<file path="src/rtl/bus_arbiter8.sv">
// bus_arbiter8: 8-requester round-robin bus arbiter with a registered one-hot
// grant, a mux select that follows the grant, and a busy flag.
// Optional forced release after MAX_HOLD owner cycles: define ARB_TIMEOUT_EN.
// Without ARB_TIMEOUT_EN, Timeout is tied low and the hold counter is not built.
module bus_arbiter8 #(
  parameter int unsigned MAX_HOLD = 16
) (
  input  logic       Clock,
  input  logic       Reset,
  input  logic [7:0] Kerkesa,
  input  logic       Liro,
  output logic [7:0] Leje,
  output logic [2:0] s,
  output logic       Zene,
  output logic       Timeout
);

  localparam int unsigned N     = 8;
  localparam int unsigned IDX_W = 3;
  localparam int unsigned CNT_W = 8;

  typedef enum logic {
    ST_IDLE = 1'b0,
    ST_OWN  = 1'b1
  } state_e;

  // Reject out-of-range hold limits when the design is elaborated.
  if (MAX_HOLD < 2 || MAX_HOLD > 255) begin : g_bad_max_hold
    $error("bus_arbiter8: MAX_HOLD must be within 2..255");
  end

  state_e             state_q;
  logic [N-1:0]       leje_q;
  logic [IDX_W-1:0]   s_q;
  logic               zene_q;
  logic [IDX_W-1:0]   ptr_q;

  logic               win_found_c;
  logic [IDX_W-1:0]   win_idx_c;
  logic [IDX_W-1:0]   cand_c;
  logic               hold_hit_c;
  logic               release_c;

  // Round-robin search: first requester at or above ptr, wrapping 7->0.
  // Scanning offsets downward leaves the smallest offset as the winner.
  always_comb begin
    win_found_c = 1'b0;
    win_idx_c   = '0;
    cand_c      = '0;
    for (int k = int'(N) - 1; k >= 0; k--) begin
      cand_c = IDX_W'(ptr_q + IDX_W'(k));
      if (Kerkesa[cand_c]) begin
        win_found_c = 1'b1;
        win_idx_c   = cand_c;
      end
    end
  end

`ifdef ARB_TIMEOUT_EN
  logic [CNT_W-1:0] hold_q;
  logic             timeout_q;

  assign hold_hit_c = (hold_q == CNT_W'(MAX_HOLD - 1));

  // Hold counter: zero while idle so it starts cleared on each new grant.
  always_ff @(posedge Clock) begin
    if (!Reset) begin
      hold_q <= '0;
    end else if (state_q == ST_IDLE) begin
      hold_q <= '0;
    end else if (hold_q != '1) begin
      hold_q <= hold_q + CNT_W'(1);
    end
  end

  // One-cycle pulse alongside a forced release, even if Liro also fired.
  always_ff @(posedge Clock) begin
    if (!Reset) begin
      timeout_q <= 1'b0;
    end else begin
      timeout_q <= (state_q == ST_OWN) && hold_hit_c;
    end
  end

  assign Timeout = timeout_q;
`else
  assign hold_hit_c = 1'b0;
  assign Timeout    = 1'b0;
`endif

  // Owner gives up the bus on strobe, on dropping its request, or on timeout.
  assign release_c = Liro | ~Kerkesa[s_q] | hold_hit_c;

  // Arbitration FSM with registered grant, select, busy and pointer.
  always_ff @(posedge Clock) begin
    if (!Reset) begin
      state_q <= ST_IDLE;
      leje_q  <= '0;
      s_q     <= '0;
      zene_q  <= 1'b0;
      ptr_q   <= '0;
    end else begin
      case (state_q)
        ST_IDLE: begin
          if (win_found_c) begin
            state_q <= ST_OWN;
            leje_q  <= N'(1) << win_idx_c;
            s_q     <= win_idx_c;
            zene_q  <= 1'b1;
          end
        end
        ST_OWN: begin
          if (release_c) begin
            state_q <= ST_IDLE;
            leje_q  <= '0;
            zene_q  <= 1'b0;
            ptr_q   <= IDX_W'(s_q + IDX_W'(1));
          end
        end
        default: begin
          state_q <= ST_IDLE;
          leje_q  <= '0;
          zene_q  <= 1'b0;
        end
      endcase
    end
  end

  assign Leje = leje_q;
  assign s    = s_q;
  assign Zene = zene_q;

endmodule

</file>
<file path="config.mk">
export PLATFORM = sky130hd
export DESIGN_NAME = bus_arbiter8
export DESIGN_NICKNAME = d
export VERILOG_FILES = /design/src/rtl/bus_arbiter8.sv
export SDC_FILE = /design/constraint.sdc
export NUM_CORES = 1
export LEC_CHECK = 0
export ABC_AREA = 1
export CAP_MARGIN = 15
export CELL_PAD_IN_SITES_DETAIL_PLACEMENT = 1
export CELL_PAD_IN_SITES_GLOBAL_PLACEMENT = 1
export CORE_UTILIZATION = 47
export CTS_CLUSTER_DIAMETER = 100
export DETAILED_ROUTE_END_ITERATION = 10
export DONT_BUFFER_PORTS = 1
export HOLD_SLACK_MARGIN = 0.1
export PLACE_DENSITY_LB_ADDON = 0.1
export SYNTH_ARGS = -nofsm -noshare
export SYNTH_HDL_FRONTEND = slang
export SYNTH_SLANG_ARGS = --single-unit
</file>
<file path="constraint.sdc">
create_clock -name Clock -period 6.2 [get_ports Clock]
set_input_delay 1.55 -clock Clock [delete_from_list [all_inputs] [get_ports Clock]]
set_output_delay 1.55 -clock Clock [all_outputs]
set_load 0.02 [all_outputs]
</file>
### Word-level counts from Yosys, hierarchy flattened

Index checks and enable logic that the tools add are counted.

* flip-flop bits (word level): 16
* bits of input ports: 11
* output and inout port bits: 13

* add/sub/neg operators: 8
* $lt $le $gt $ge: 9
* equal/unequal tests: 2
* shift-type cells: 1
* multiplexer cells: 43
* bitwise logic cells: 3
* reductions and logical operators: 3

Operators by type and width (count)
* 3-bit by 4-bit less-than comparator with 1-bit output (second input constant): 9
* 1-bit binary-select mux with 3-bit select: 9
* 3-bit two-way mux: 8
* 1-bit two-way mux: 21
* 8-bit two-way mux: 2
* 8-bit case mux with 2 select lines: 1
* 3-bit adder (second input constant): 4
* 1-bit by 3-bit left shift with 8-bit output (first input constant): 1
* 3-bit by 1-bit adder with 3-bit output (second input constant): 2
* 3-bit by 2-bit adder with 3-bit output (second input constant): 2
* 2-bit AND reduction: 3
* 1-bit case mux with 2 select lines: 2
* 2-bit by 1-bit != test with 1-bit output (second input constant): 1
* 2-bit != test (second input constant): 1
* 1-bit inverter: 2
* 1-bit OR: 1

### Logic depth before layout (Yosys ltp)

* word-level depth: 14
* mapped depth: 22
* gate-level depth less buffers: 20

### Worst setup path before layout

No wires, ideal clock.

* path type: input -> register
* start point: input port Kerkesa[6]
* end point: register leje_q[0] (netlist: Leje[0])
* setup time: 117 ps
* data arrival time: 2646 ps
* data required time: 6083 ps
* setup slack: 3437 ps
* stages on the path: 12
* buffers on the path: 0
* cells stage by stage: nand2_1 -> nand3_4 -> nand3_2 -> nand2_2 -> nor2_1 -> nand4_2 -> nand2_4 -> a21oi_1 -> nand2_1 -> nor2_1 -> nor2_1 -> nor2_1

* word-level cells in the longest chain between the ends: 13
* elaborated cells on any way between the ends: 42
* those cells by class: eq/ne: 2; shift: 1; mux: 36; bitwise: 2; reduce/logical: 1

RTL lines
* start, declared: line 10 `input logic [7:0] Kerkesa,`
* 1-bit binary-select mux with 3-bit select: line 52 `if (Kerkesa[cand_c]) begin`
* 1-bit two-way mux (not written as such): line 52
* 3-bit two-way mux (8 in a row): line 52
* 1-bit by 3-bit left shift with 8-bit output: line 107 `leje_q <= N'(1) << win_idx_c;`
* 8-bit two-way mux: line 105 `if (win_found_c) begin`
* 8-bit case mux with 2 select lines: line 103 `case (state_q)`
* end signal, assigned: line 107
* end, declared: line 33 `logic [N-1:0] leje_q;`

Several ways; a longest one is shown, not always the timed one. The select of a mux whose other input is x is not followed.
A chain may end at the register's enable or synchronous reset.

### Worst setup path in the final report

* start point: register ptr_q[1]
* end point: register leje_q[5] (netlist: Leje[5])

* word-level cells in the longest chain between the ends: 14
* elaborated cells on any way between the ends: 44
* those cells by class: add/sub: 7; eq/ne: 1; shift: 1; mux: 34; reduce/logical: 1

RTL lines
* start, declared: line 36 `logic [IDX_W-1:0] ptr_q;`
* start signal, assigned: line 117 `ptr_q <= IDX_W'(s_q + IDX_W'(1));`
* 3-bit adder: line 51 `cand_c = IDX_W'(ptr_q + IDX_W'(k));`
* 1-bit binary-select mux with 3-bit select: line 52
* 1-bit two-way mux (not written as such): line 52
* 3-bit two-way mux (8 in a row): line 52
* 1-bit by 3-bit left shift with 8-bit output: line 107
* 8-bit two-way mux: line 105
* 8-bit case mux with 2 select lines: line 103

Several ways; a longest one is shown, not always the timed one. The select of a mux whose other input is x is not followed.

==> flow_summary.json <==
{
  "switchingPower_uw": 582,
  "finalCritPeriodShare_pct": 45.5,
  "vias_per_cell": 5.45,
  "dp.cells": 280,
  "min-delay-start": "state_q$_SDFF_PN0_",
  "cp.required_ns": 6.43,
  "worst_slack_ns": 3.38,
  "finalWeightedCongestion": 0.877,
  "cts_hold_buffers": 0,
  "clock_sinks": 16,
  "leakagePower_nw": 0.731,
  "synth_ff_type": "dfxtp_1",
  "synthTopCellsByCount": "49 x nand2_1, 48 x nor2_1, 25 x nand3_1",
  "drt-pass1-iter-count": 4,
  "yosysTopAreaCellShare_pct": 20.8,
  "yosysMostFrequentCell": "nand2_1",
  "antenna_found_initial": 0,
  "switching_share_pct": 59.4,
  "grt-ovfl-total": 0,
  "vdd_drop_max_mv": 0.223,
  "dieArea_mm2": 0.00350,
  "cts_buffers": 3,
  "grt_setup_unrepaired": "false",
  "clockPowerShare_pct": 7.0,
  "vias": 1548,
  "start_util_pct": 50.0,
  "status": "finished clean",
  "cts_setup_buffers": 0,
  "dp_hpwl_um": 3330,
  "fin_nets": 255,
  "setup-tns-final_ns": 0,
  "synth_fp_nets": 256,
  "endpoint_kind": "flop",
  "grt_pass1_vias": 1518,
  "synth-edff-count": 0,
  "synth_seq_cells": 16,
  "cts_htree_levels": 1,
  "crit_path_start_kind": "flop",
  "fin_cells": 284,
  "drtAntennaViolNets": 0,
  "async_flop_share_pct": 0,
  "die_w_um": 59.2,
  "worstSetupPathType": "flop to flop",
  "portBuffers": 0,
  "preCtsSetupSlack_ns": 3.15,
  "powerDensity_mw_per_mm2": 624,
  "maxCapViolCount": 0,
  "pwr-share-comb_pct": 70.0,
  "skew_ns": 0.00282,
  "rows": 20,
  "drv_slew": 0,
  "synthTopCellsByArea": "dfxtp_1 21%, nand2_1 12%, nor2_1 12%, nand3_1 8.1%, nand3_2 7.2%",
  "drive_above_1_share_pct": 20.4,
  "dpl_cell_area_mm2": 0.00153,
  "core_mm2": 0.00308,
  "clk_latency_ns": 0.29,
  "die_h_um": 59.2,
  "ctsResizeCount": 0,
  "antenna_cells": 0,
  "p_seq_share_pct": 23.0,
  "yosys_warnings": 0,
  "grt_pass1_wl_um": 6690,
  "setup_viol": 0,
  "r2r_start": "ptr_q[1]$_SDFFE_PN0P_",
  "syn_area_per_cell_um2": 6.35,
  "num_io_pins": 24,
  "syn_to_final_growth_pct": 2.12,
  "path_clk_slew_ns": 0.09,
  "max_freq_mhz": 354,
  "cts_buffer_depth": 2,
  "netlist_instances": 242,
  "cts_tree": "yes",
  "fin_area_mm2": 0.00157,
  "drt_iter0_markers": 56,
  "synthDistinctLibCells": 30,
  "synthesis.area_mm2": 0.00154,
  "yosysSeqAreaShare_pct": 20.8,
  "p_total_uw": 979,
  "cts_root_buf": "clkbuf_4",
  "grt_max_degree": 13,
  "finalWirelength_um": 4050,
  "yosysTopAreaCell": "dfxtp_1",
  "drcViolationCount": 0,
  "post-route-min-period_ns": 2.82,
  "wire_per_inst_um": 14.2,
  "crit_fanout": 10,
  "power.internal_uw": 397,
  "hold_class": "flop to flop",
  "grt_usage_pct": 24.9,
  "critical_path.startpoint": "ptr_q[1]$_SDFFE_PN0P_",
  "hold_viol": 0,
  "cp_data_arrival_time_ns": 3.05
}
[worst paths after layout]
kind / endpoint / slack [ns] / cells past startpoint
worst max-delay path: Leje[5]$_SDFFE_PN0P_ / 3.38 / 18
worst max register to register: Leje[5]$_SDFFE_PN0P_ / 3.38 / 18
worst min-delay path: state_q$_SDFF_PN0_ / 0.51 / 2
worst min register to register: state_q$_SDFF_PN0_ / 0.51 / 2
[flip-flops by register name, summed over array words and instances, names as in the netlist]
name	flops
Leje	8
Zene	1
ptr_q	3
s	3
state_q	1
[cell usage in the layout, fill, tap and decap left out]
cell      netlist  layout
clkinv_1        1       1
inv_2           3       3
o221ai_1        1       1
a21oi_2         1       1
nor2_1         48      48
o21ai_2         1       1
o211ai_1        1       1
nand4_2         1       1
nor2_2          1       1
inv_4           3       3
dfxtp_1        16      16
inv_1          22      22
a21oi_1        12      12
and2_4          1       1
clkbuf_4        0       3
nand3_4         2       2
nand2_1        49      49
clkbuf_8        0       1
ha_1            3       3
o21ai_1         1       1
xor2_1          1       1
o21ai_0        10      10
conb_1          1       1
nand2_4         4       4
a31oi_4         2       2
nand3_1        25      25
nand2_2        15      15
nand3_2        11      11
[kinds of logic after synthesis]
group                      Yosys count  share of synthesized area, %
xor gates and xnor gates             1                         0.570
DFF                                 16                          20.8
and+or+nand+nor                    157                          52.1
AOI/OAI and AO/OA                   29                          12.4
adders and majority gates            3                          2.44
other                                1                         0.244
buffers and inverters               35                          11.4
[power by group through the flow]
stage / logic (mW) / registers (mW) / clock network [mW]
2_1_floorplan: 0.585 / 0.199 / 0
3_5_place_dp: 0.683 / 0.228 / 0
6_report: 0.685 / 0.225 / 0.0688
4_1_cts: 0.686 / 0.226 / 0.0702
3_3_place_gp: 0.648 / 0.227 / 0
5_1_grt: 0.764 / 0.232 / 0.0733
[layer usage]
layer | routed length, µm | share of wire (%) | vias up | GRT usage, %
li1 | - | - | 775 | -
met5 | 0 | 0 | - | 0
met1 | 1800 | 44 | 725 | 31.1
met3 | 204 | 5.0 | 4 | 5.46
met4 | 41 | 1.0 | 0 | 4.76
met2 | 2000 | 49 | 44 | 43.8
[area by class of cell]
cell class	instances	area, µm²
Inverter	29	116
Fill cell	426	1510
Multi-Input combinational cell	191	1040
Sequential cell	16	320
Clock buffer	4	36.3
Tap cell	44	55.1
[per-stage QoR]
stage,utilization (%),hold slack [ns]
2_1_floorplan,-,0.477
3_3_place_gp,49.8,0.500
3_5_place_dp,49.8,0.500
4_1_cts,51.0,0.512
5_1_grt,51.0,0.542
6_report,51.0,0.511
[worst max-delay path: stages (launching register included)]
cell     delay (ns)
dfxtp_1        0.60
inv_4          0.14
ha_1           0.55
inv_2          0.14
nand3_1        0.15
nand3_1        0.13
nand2_2        0.15
inv_1          0.07
nand3_1        0.08
nand3_1        0.08
nand2_1        0.06
nand2_1        0.04
nand2_1        0.07
nand2_2        0.07
nand2_2        0.09
nand2_1        0.08
nor2_1         0.12
nor2_1         0.06
nor2_1         0.07
No activity file was read; power rests on OpenSTA's default activity.
